===== src/rtl/student_inc16_pkg.sv =====
// ----------------------------------------------------------------------------
// student_inc16_pkg
// Purpose : shared constants and types for the 16-bit ripple-carry adder block.
// Contents:
//   INC16_WIDTH     - default operand/result width of the adder
//   inc16_result_t  - packed {carry, sum} pair, handy for consumers that want
//                     the adder result as one bundle
// ----------------------------------------------------------------------------
package student_inc16_pkg;

  // Only the 16-bit configuration is exercised; other widths elaborate but are
  // not checked.
  localparam int INC16_WIDTH = 16;

  typedef struct packed {
    logic                   carry;
    logic [INC16_WIDTH-1:0] sum;
  } inc16_result_t;

endpackage


===== src/rtl/student_inc16_full_adder.sv =====
// ----------------------------------------------------------------------------
// full_adder
// Purpose : one-bit full adder built from two half adders (XOR/AND gates) and
//           an OR that merges their carries. Used as the cell of the ripple
//           chain in student_inc16.
// Ports   :
//   a, b  in  1  operand bits
//   cin   in  1  carry from the next-lower bit
//   sum   out 1  a ^ b ^ cin
//   cout  out 1  carry into the next-higher bit
// ----------------------------------------------------------------------------
module full_adder (
  input  logic a,
  input  logic b,
  input  logic cin,
  output logic sum,
  output logic cout
);

  logic ha0_sum;
  logic ha0_carry;
  logic ha1_carry;

  // First half adder combines the two operand bits.
  assign ha0_sum   = a ^ b;
  assign ha0_carry = a & b;

  // Second half adder folds in the incoming carry.
  assign sum       = ha0_sum ^ cin;
  assign ha1_carry = ha0_sum & cin;

  // At most one half adder can generate a carry, so OR is sufficient.
  assign cout      = ha0_carry | ha1_carry;

endmodule


===== src/rtl/student_inc16.sv =====
// ----------------------------------------------------------------------------
// student_inc16
// Purpose : WIDTH-bit adder for the Hack ALU family. Produces a combinational
//           sum/carry with zero latency and a registered copy for pipelined
//           consumers. Addition wraps modulo 2^WIDTH; signed and unsigned
//           operands share the same bit pattern, so no overflow flag exists.
// Ports   :
//   clk      in   1      rising-edge clock, used only by the registered outputs
//   rst      in   1      asynchronous active-high reset of the registered outputs
//   a        in   WIDTH  operand A
//   b        in   WIDTH  operand B
//   out      out  WIDTH  combinational a + b (low WIDTH bits)
//   carry    out  1      combinational carry-out of the top bit
//   out_q    out  WIDTH  out captured on each rising clk
//   carry_q  out  1      carry captured on each rising clk
// ----------------------------------------------------------------------------
module student_inc16
  import student_inc16_pkg::*;
#(
  parameter int WIDTH = INC16_WIDTH
) (
  input  logic             clk,
  input  logic             rst,
  input  logic [WIDTH-1:0] a,
  input  logic [WIDTH-1:0] b,
  output logic [WIDTH-1:0] out,
  output logic             carry,
  output logic [WIDTH-1:0] out_q,
  output logic             carry_q
);

  // carry_chain[i] is the carry into bit i; carry_chain[WIDTH] is the carry-out.
  logic [WIDTH:0]   carry_chain;
  logic [WIDTH-1:0] sum_bits;
  logic [WIDTH-1:0] out_d;
  logic             carry_d;

  assign carry_chain[0] = 1'b0;

  // Explicit ripple chain: each cell consumes the carry of the cell below.
  for (genvar i = 0; i < WIDTH; i++) begin : g_ripple
    full_adder u_fa (
      .a    (a[i]),
      .b    (b[i]),
      .cin  (carry_chain[i]),
      .sum  (sum_bits[i]),
      .cout (carry_chain[i+1])
    );
  end

  assign out   = sum_bits;
  assign carry = carry_chain[WIDTH];

  // The registered copy always follows the combinational result; there is no
  // enable, so the next-state is simply the current sum and carry.
  always_comb begin
    out_d   = out;
    carry_d = carry;
  end

  // Reset clears only the registered copy; the combinational path above never
  // sees clk or rst.
  always_ff @(posedge clk or posedge rst) begin
    if (rst) begin
      out_q   <= '0;
      carry_q <= 1'b0;
    end else begin
      out_q   <= out_d;
      carry_q <= carry_d;
    end
  end

endmodule


===== config.mk =====
export PLATFORM = sky130hd
export DESIGN_NAME = student_inc16
export DESIGN_NICKNAME = d
export VERILOG_FILES = /design/src/rtl/student_inc16_pkg.sv /design/src/rtl/student_inc16_full_adder.sv /design/src/rtl/student_inc16.sv
export SDC_FILE = /design/constraint.sdc
export NUM_CORES = 1
export LEC_CHECK = 0
export CORE_MARGIN = 2
export CORE_UTILIZATION = 35
export DETAILED_ROUTE_END_ITERATION = 10
export GPL_ROUTABILITY_DRIVEN = 0
export PLACE_DENSITY = 0.91
export SYNTH_ARGS = -nofsm -noshare
export SYNTH_HDL_FRONTEND = slang
export SYNTH_SLANG_ARGS = --single-unit

===== constraint.sdc =====
create_clock -name clk -period 16.3 [get_ports clk]
set_clock_uncertainty 0.2 [all_clocks]
set_input_delay 1.63 -clock clk [delete_from_list [all_inputs] [get_ports clk]]
set_output_delay 1.63 -clock clk [all_outputs]
set_load 0.05 [all_outputs]

# [After elaboration in Yosys (flattened, before gate mapping)]
# Cells that the tools add are included.
[word_totals] ff_bits=17 mem_count=0 romBits=0 ram_bits=0 inputBits=34 out_inout_bits=34 latchBits=0 elab_cells=79
[op_classes] shifts=0 n_reduce_logical=0 n_div=0 mul=0 bitwise_logic=77 mux=0 addsub=0 eq_ne=0 order_cmp=0
[op_table] operator="$and 1x1->1" n=31
[op_table] operator="$xor 1x1->1" n=31
[op_table] operator="$or 1x1->1" n=15

# [Longest topological paths before layout]
[logic_depth] ltp_word=31 mapped_depth=19

# [Hierarchy]
# A second synthesis with hierarchy kept.
[hier_totals] cells_unflattened=35 area_unflattened_um2=753.2
[modules_own_cells] module="student_inc16" n_inst=1 cells_per_inst=19 area_each_um2=432.9 seq_area_each_um2=425.4
[modules_own_cells] module="full_adder" n_inst=16 cells_per_inst=1 area_each_um2=20.0 seq_area_each_um2=0.0

# [Least setup slack after synthesis]
# OpenSTA, ideal clock, no wires.
[synth_timing] path_kind="input to output" from="input port a[0]" to="output port out[15]" required_ns=14.470 n_path_buf=1 slack_ns=6.655 arrival_time_ns=7.815 stages=19 cell_sequence="ha_1 -> fa_1 -> fa_1 -> fa_1 -> fa_1 -> fa_1 -> fa_1 -> fa_1 -> fa_1 -> fa_1 -> fa_1 -> fa_1 -> fa_1 -> fa_1 -> fa_1 -> inv_1 -> fa_1 -> inv_1 -> buf_4"
[synth_between] elab_chain_len=30
[synth_lines] element="start, declared" line="student_inc16.sv:24" source="input logic [WIDTH-1:0] a,"
[synth_lines] element="$and 1x1->1" line="student_inc16_full_adder.sv:26" source="assign ha0_carry = a & b;"
[synth_lines] element="$and 1x1->1" line="student_inc16_full_adder.sv:30" source="assign ha1_carry = ha0_sum & cin;"
[synth_lines] element="$or 1x1->1" line="student_inc16_full_adder.sv:33" source="assign cout = ha0_carry | ha1_carry;"
[synth_lines] element="$and 1x1->1" line="student_inc16_full_adder.sv:30"
[synth_lines] element="$or 1x1->1" line="student_inc16_full_adder.sv:33"
[synth_lines] element="$and 1x1->1" line="student_inc16_full_adder.sv:30"
[synth_lines] element="$or 1x1->1" line="student_inc16_full_adder.sv:33"
[synth_lines] element="$and 1x1->1" line="student_inc16_full_adder.sv:30"
[synth_lines] element="[... 14 more ...]"
[synth_lines] element="$or 1x1->1" line="student_inc16_full_adder.sv:33"
[synth_lines] element="$and 1x1->1" line="student_inc16_full_adder.sv:30"
[synth_lines] element="$or 1x1->1" line="student_inc16_full_adder.sv:33"
[synth_lines] element="$and 1x1->1" line="student_inc16_full_adder.sv:30"
[synth_lines] element="$or 1x1->1" line="student_inc16_full_adder.sv:33"
[synth_lines] element="$and 1x1->1" line="student_inc16_full_adder.sv:30"
[synth_lines] element="$or 1x1->1" line="student_inc16_full_adder.sv:33"
[synth_lines] element="$xor 1x1->1" line="student_inc16_full_adder.sv:29" source="assign sum = ha0_sum ^ cin;"
[synth_lines] element="end, declared" line="student_inc16.sv:26" source="output logic [WIDTH-1:0] out,"
# Every way passes these cells.

# [Worst setup path after layout]
# Ends and elaborated chain as after synthesis.

==> run_summary.xml <==
<?xml version="1.0" encoding="UTF-8"?>
<metrics>
  <group name="logic_synthesis">
    <metric name="syn-cell-area" unit="µm²">881</metric>
    <metric name="seq_area_frac_synth" unit="">0.483</metric>
    <metric name="synth_fp_nets" unit="">105</metric>
    <metric name="syn-mean-instance-area" unit="µm²">16.0</metric>
    <metric name="synth.lib_cells_used.distinct" unit="">5</metric>
    <metric name="postSynthRegisterBits" unit="">17</metric>
    <metric name="synth-warning-count" unit="">0</metric>
    <metric name="post_synth_inst_count" unit="">55</metric>
  </group>
  <group name="sta">
    <metric name="timing_max_transition_violations_final" unit="">0</metric>
    <metric name="slew_headroom" unit="">0.593</metric>
    <metric name="setup_viol_count_final" unit="">0</metric>
    <metric name="rsz0062_at_grt" unit="">false</metric>
    <metric name="finalSetupTns" unit="ns">0</metric>
    <metric name="hold_viol" unit="">0</metric>
    <metric name="post-route-period-util" unit="">0.671</metric>
    <metric name="hold-worst-slack" unit="ns">1.51</metric>
    <metric name="period_minus_slack" unit="ns">10.94</metric>
    <metric name="worst_pin_slew" unit="ns">0.610</metric>
    <metric name="fmax" unit="MHz">91.4</metric>
  </group>
  <group name="clocking">
    <metric name="clock_transition_at_the_register_clock_pins_on_the_worst_setup_and_hold_paths_after_cts" unit="ns">0.09</metric>
    <metric name="clock_buffers_created_by_tritoncts" unit="">3</metric>
    <metric name="cts_hold_buf" unit="">0</metric>
    <metric name="numClockSinks" unit="">17</metric>
    <metric name="max-clock-path-buffers" unit="">2</metric>
    <metric name="cts.htree.levels" unit="">1</metric>
    <metric name="cts-root-buf" unit="">sky130_fd_sc_hd__clkbuf_4</metric>
    <metric name="tritoncts" unit="">yes</metric>
    <metric name="cts_setup_buffers" unit="">0</metric>
    <metric name="post_cts_resized" unit="">0</metric>
  </group>
  <group name="detailed_routing">
    <metric name="ant_nets" unit="">0</metric>
    <metric name="post-route-drc-count" unit="">0</metric>
    <metric name="viasPerCell" unit="">4.23</metric>
    <metric name="detailedRoute.firstIterationViolations" unit="">0</metric>
    <metric name="post_detailed_route_wirelength_per_cell" unit="µm">12.2</metric>
    <metric name="drt_pass1_iterations" unit="">1</metric>
    <metric name="routed_wirelength" unit="mm">1.71</metric>
    <metric name="route.vias.total" unit="">592</metric>
  </group>
  <group name="grt">
    <metric name="antenna_found_initial" unit="">0</metric>
    <metric name="wire_length_of_the_first_global_routing_pass" unit="mm">2.51</metric>
    <metric name="number_of_global_route_vias_before_repair" unit="">586</metric>
    <metric name="grt_max_degree" unit="">18</metric>
    <metric name="globalRoute.totalOverflow" unit="">0</metric>
    <metric name="grt_use_total" unit="">0.125</metric>
  </group>
  <group name="floorplan">
    <metric name="design.portCount" unit="">68</metric>
    <metric name="dieWidth" unit="µm">54.2</metric>
    <metric name="design.die.area" unit="mm²">0.00293</metric>
    <metric name="die_height" unit="µm">54.2</metric>
    <metric name="floorplan.initialDensity" unit="">0.362</metric>
    <metric name="std_cell_rows" unit="">18</metric>
    <metric name="core_area" unit="mm²">0.00243</metric>
  </group>
  <group name="setup_path">
    <metric name="end_kind" unit="">output pin</metric>
    <metric name="critPathKind" unit="">input port to output pin</metric>
    <metric name="worstPathMaxFanout" unit="">2</metric>
    <metric name="cp_data_arrival_time" unit="ns">9.11</metric>
    <metric name="critPathLaunchType" unit="">input port</metric>
    <metric name="cp_data_required_time" unit="ns">14.47</metric>
  </group>
  <group name="final_layout">
    <metric name="final_antenna_diode_count" unit="">0</metric>
    <metric name="layout_commonest_cell" unit="">sky130_fd_sc_hd__clkdlybuf4s50_1</metric>
    <metric name="layout_cell_share_with_drive_strength_beyond_1" unit="">0.0273</metric>
    <metric name="finalNetCount" unit="">161</metric>
    <metric name="syn2layout_area_growth" unit="%">69.7</metric>
    <metric name="final_cell_mix" unit="">67 x sky130_fd_sc_hd__clkdlybuf4s50_1, 17 x sky130_fd_sc_hd__dfrtp_1, 15 x sky130_fd_sc_hd__fa_1, 6 x sky130_fd_sc_hd__inv_1, 3 x sky130_fd_sc_hd__clkbuf_4</metric>
    <metric name="end_of_flow_core_utilization" unit="">0.615</metric>
  </group>
  <group name="flow_run">
    <metric name="maxCapViolCount" unit="">0</metric>
  </group>
  <group name="placed_design">
    <metric name="portBuffers" unit="">67</metric>
  </group>
  <group name="power_and_ir_drop">
    <metric name="total_power" unit="W">0.000183</metric>
    <metric name="worst_ir_drop_vdd" unit="mV">0.0768</metric>
    <metric name="cellPowerDensity" unit="mW/mm²">122</metric>
    <metric name="cellLeakagePower" unit="nW">0.626</metric>
  </group>
  <group name="run_status">
    <metric name="outcome" unit="">complete, no violations</metric>
  </group>
  <group name="hold_path">
    <metric name="hold_path_class" unit="">input port to async pin</metric>
  </group>
</metrics>
kinds of logic (layout without fill, tap and decap cells):
| logic type | count (synthesis) | in the layout | synth area share |
|---|---|---|---|
| fa+ha+maj | 16 | 16 | 0.355 |
| buf+inv | 22 | 77 | 0.162 |
| flops | 17 | 17 | 0.483 |
where the power goes:
part | total [W] | internal [W] | switching (W)
Combinational | 0.000110 | 0.0000381 | 0.0000720
Sequential | 0.0000517 | 0.0000498 | 0.00000186
Clock | 0.0000212 | 0.00000949 | 0.0000117
Total | 0.000183 | 0.0000974 | 0.0000856
per-stage QoR:
step	instances	setup WS (ns)	cell area, µm²
after CTS	140	5.29	1500
after global routing	140	5.13	1500
after detailed placement	136	5.32	1470
after global placement	136	5.42	1470
final	140	5.36	1500
after floorplan	55	6.66	881
metal layers:
metal	part of all wire	wire length [µm]	vias up	global-route usage
li1	-	-	256	-
met1	0.29	502	284	0.127
met2	0.53	903	48	0.219
met3	0.16	271	4	0.0417
met4	0.018	31	0	0.0750
met5	0	0	-	0
final timing paths:
kind                       from  slack (ns)  cells past startpoint         to
min                         rst        1.51                      2  out_q[15]
min in group clk           b[0]        1.78                      2   out_q[0]
max in group asynchronous   rst       13.99                      2  out_q[12]
max                        a[0]        5.36                     20    out[15]
critical path, stage by stage:
cell and delay, ns:
sky130_fd_sc_hd__clkdlybuf4s50_1 0.40, sky130_fd_sc_hd__ha_1 0.21, sky130_fd_sc_hd__fa_1 0.39, sky130_fd_sc_hd__fa_1 0.40, sky130_fd_sc_hd__fa_1 0.41, sky130_fd_sc_hd__fa_1 0.39, sky130_fd_sc_hd__fa_1 0.42, sky130_fd_sc_hd__fa_1 0.39
sky130_fd_sc_hd__fa_1 0.39, sky130_fd_sc_hd__fa_1 0.39, sky130_fd_sc_hd__fa_1 0.39, sky130_fd_sc_hd__fa_1 0.39, sky130_fd_sc_hd__fa_1 0.39, sky130_fd_sc_hd__fa_1 0.40, sky130_fd_sc_hd__fa_1 0.40, sky130_fd_sc_hd__fa_1 0.37
sky130_fd_sc_hd__inv_1 0.08, sky130_fd_sc_hd__fa_1 0.40, sky130_fd_sc_hd__inv_1 0.07, sky130_fd_sc_hd__clkdlybuf4s50_1 0.79
registers in the layout (all words and copies together), names as in the netlist:
signal / flops
carry_q: 1
out_q: 16
synthesized netlist by cell type (all sizes together):
master,n,area (µm²)
buf,16,120
dfrtp,17,425
fa,15,300
ha,1,12.5
inv,6,22.5
cell type report:
| cell class | count | area [µm²] |
|---|---|---|
| multi-input combinational | 16 | 313 |
| clock buffer | 4 | 26.3 |
| sequential | 17 | 425 |
| fill | 195 | 937 |
| timing repair buffer | 67 | 671 |
| inverter | 6 | 22.5 |
| tap | 30 | 37.5 |
Power figures use the tool's default switching activity.
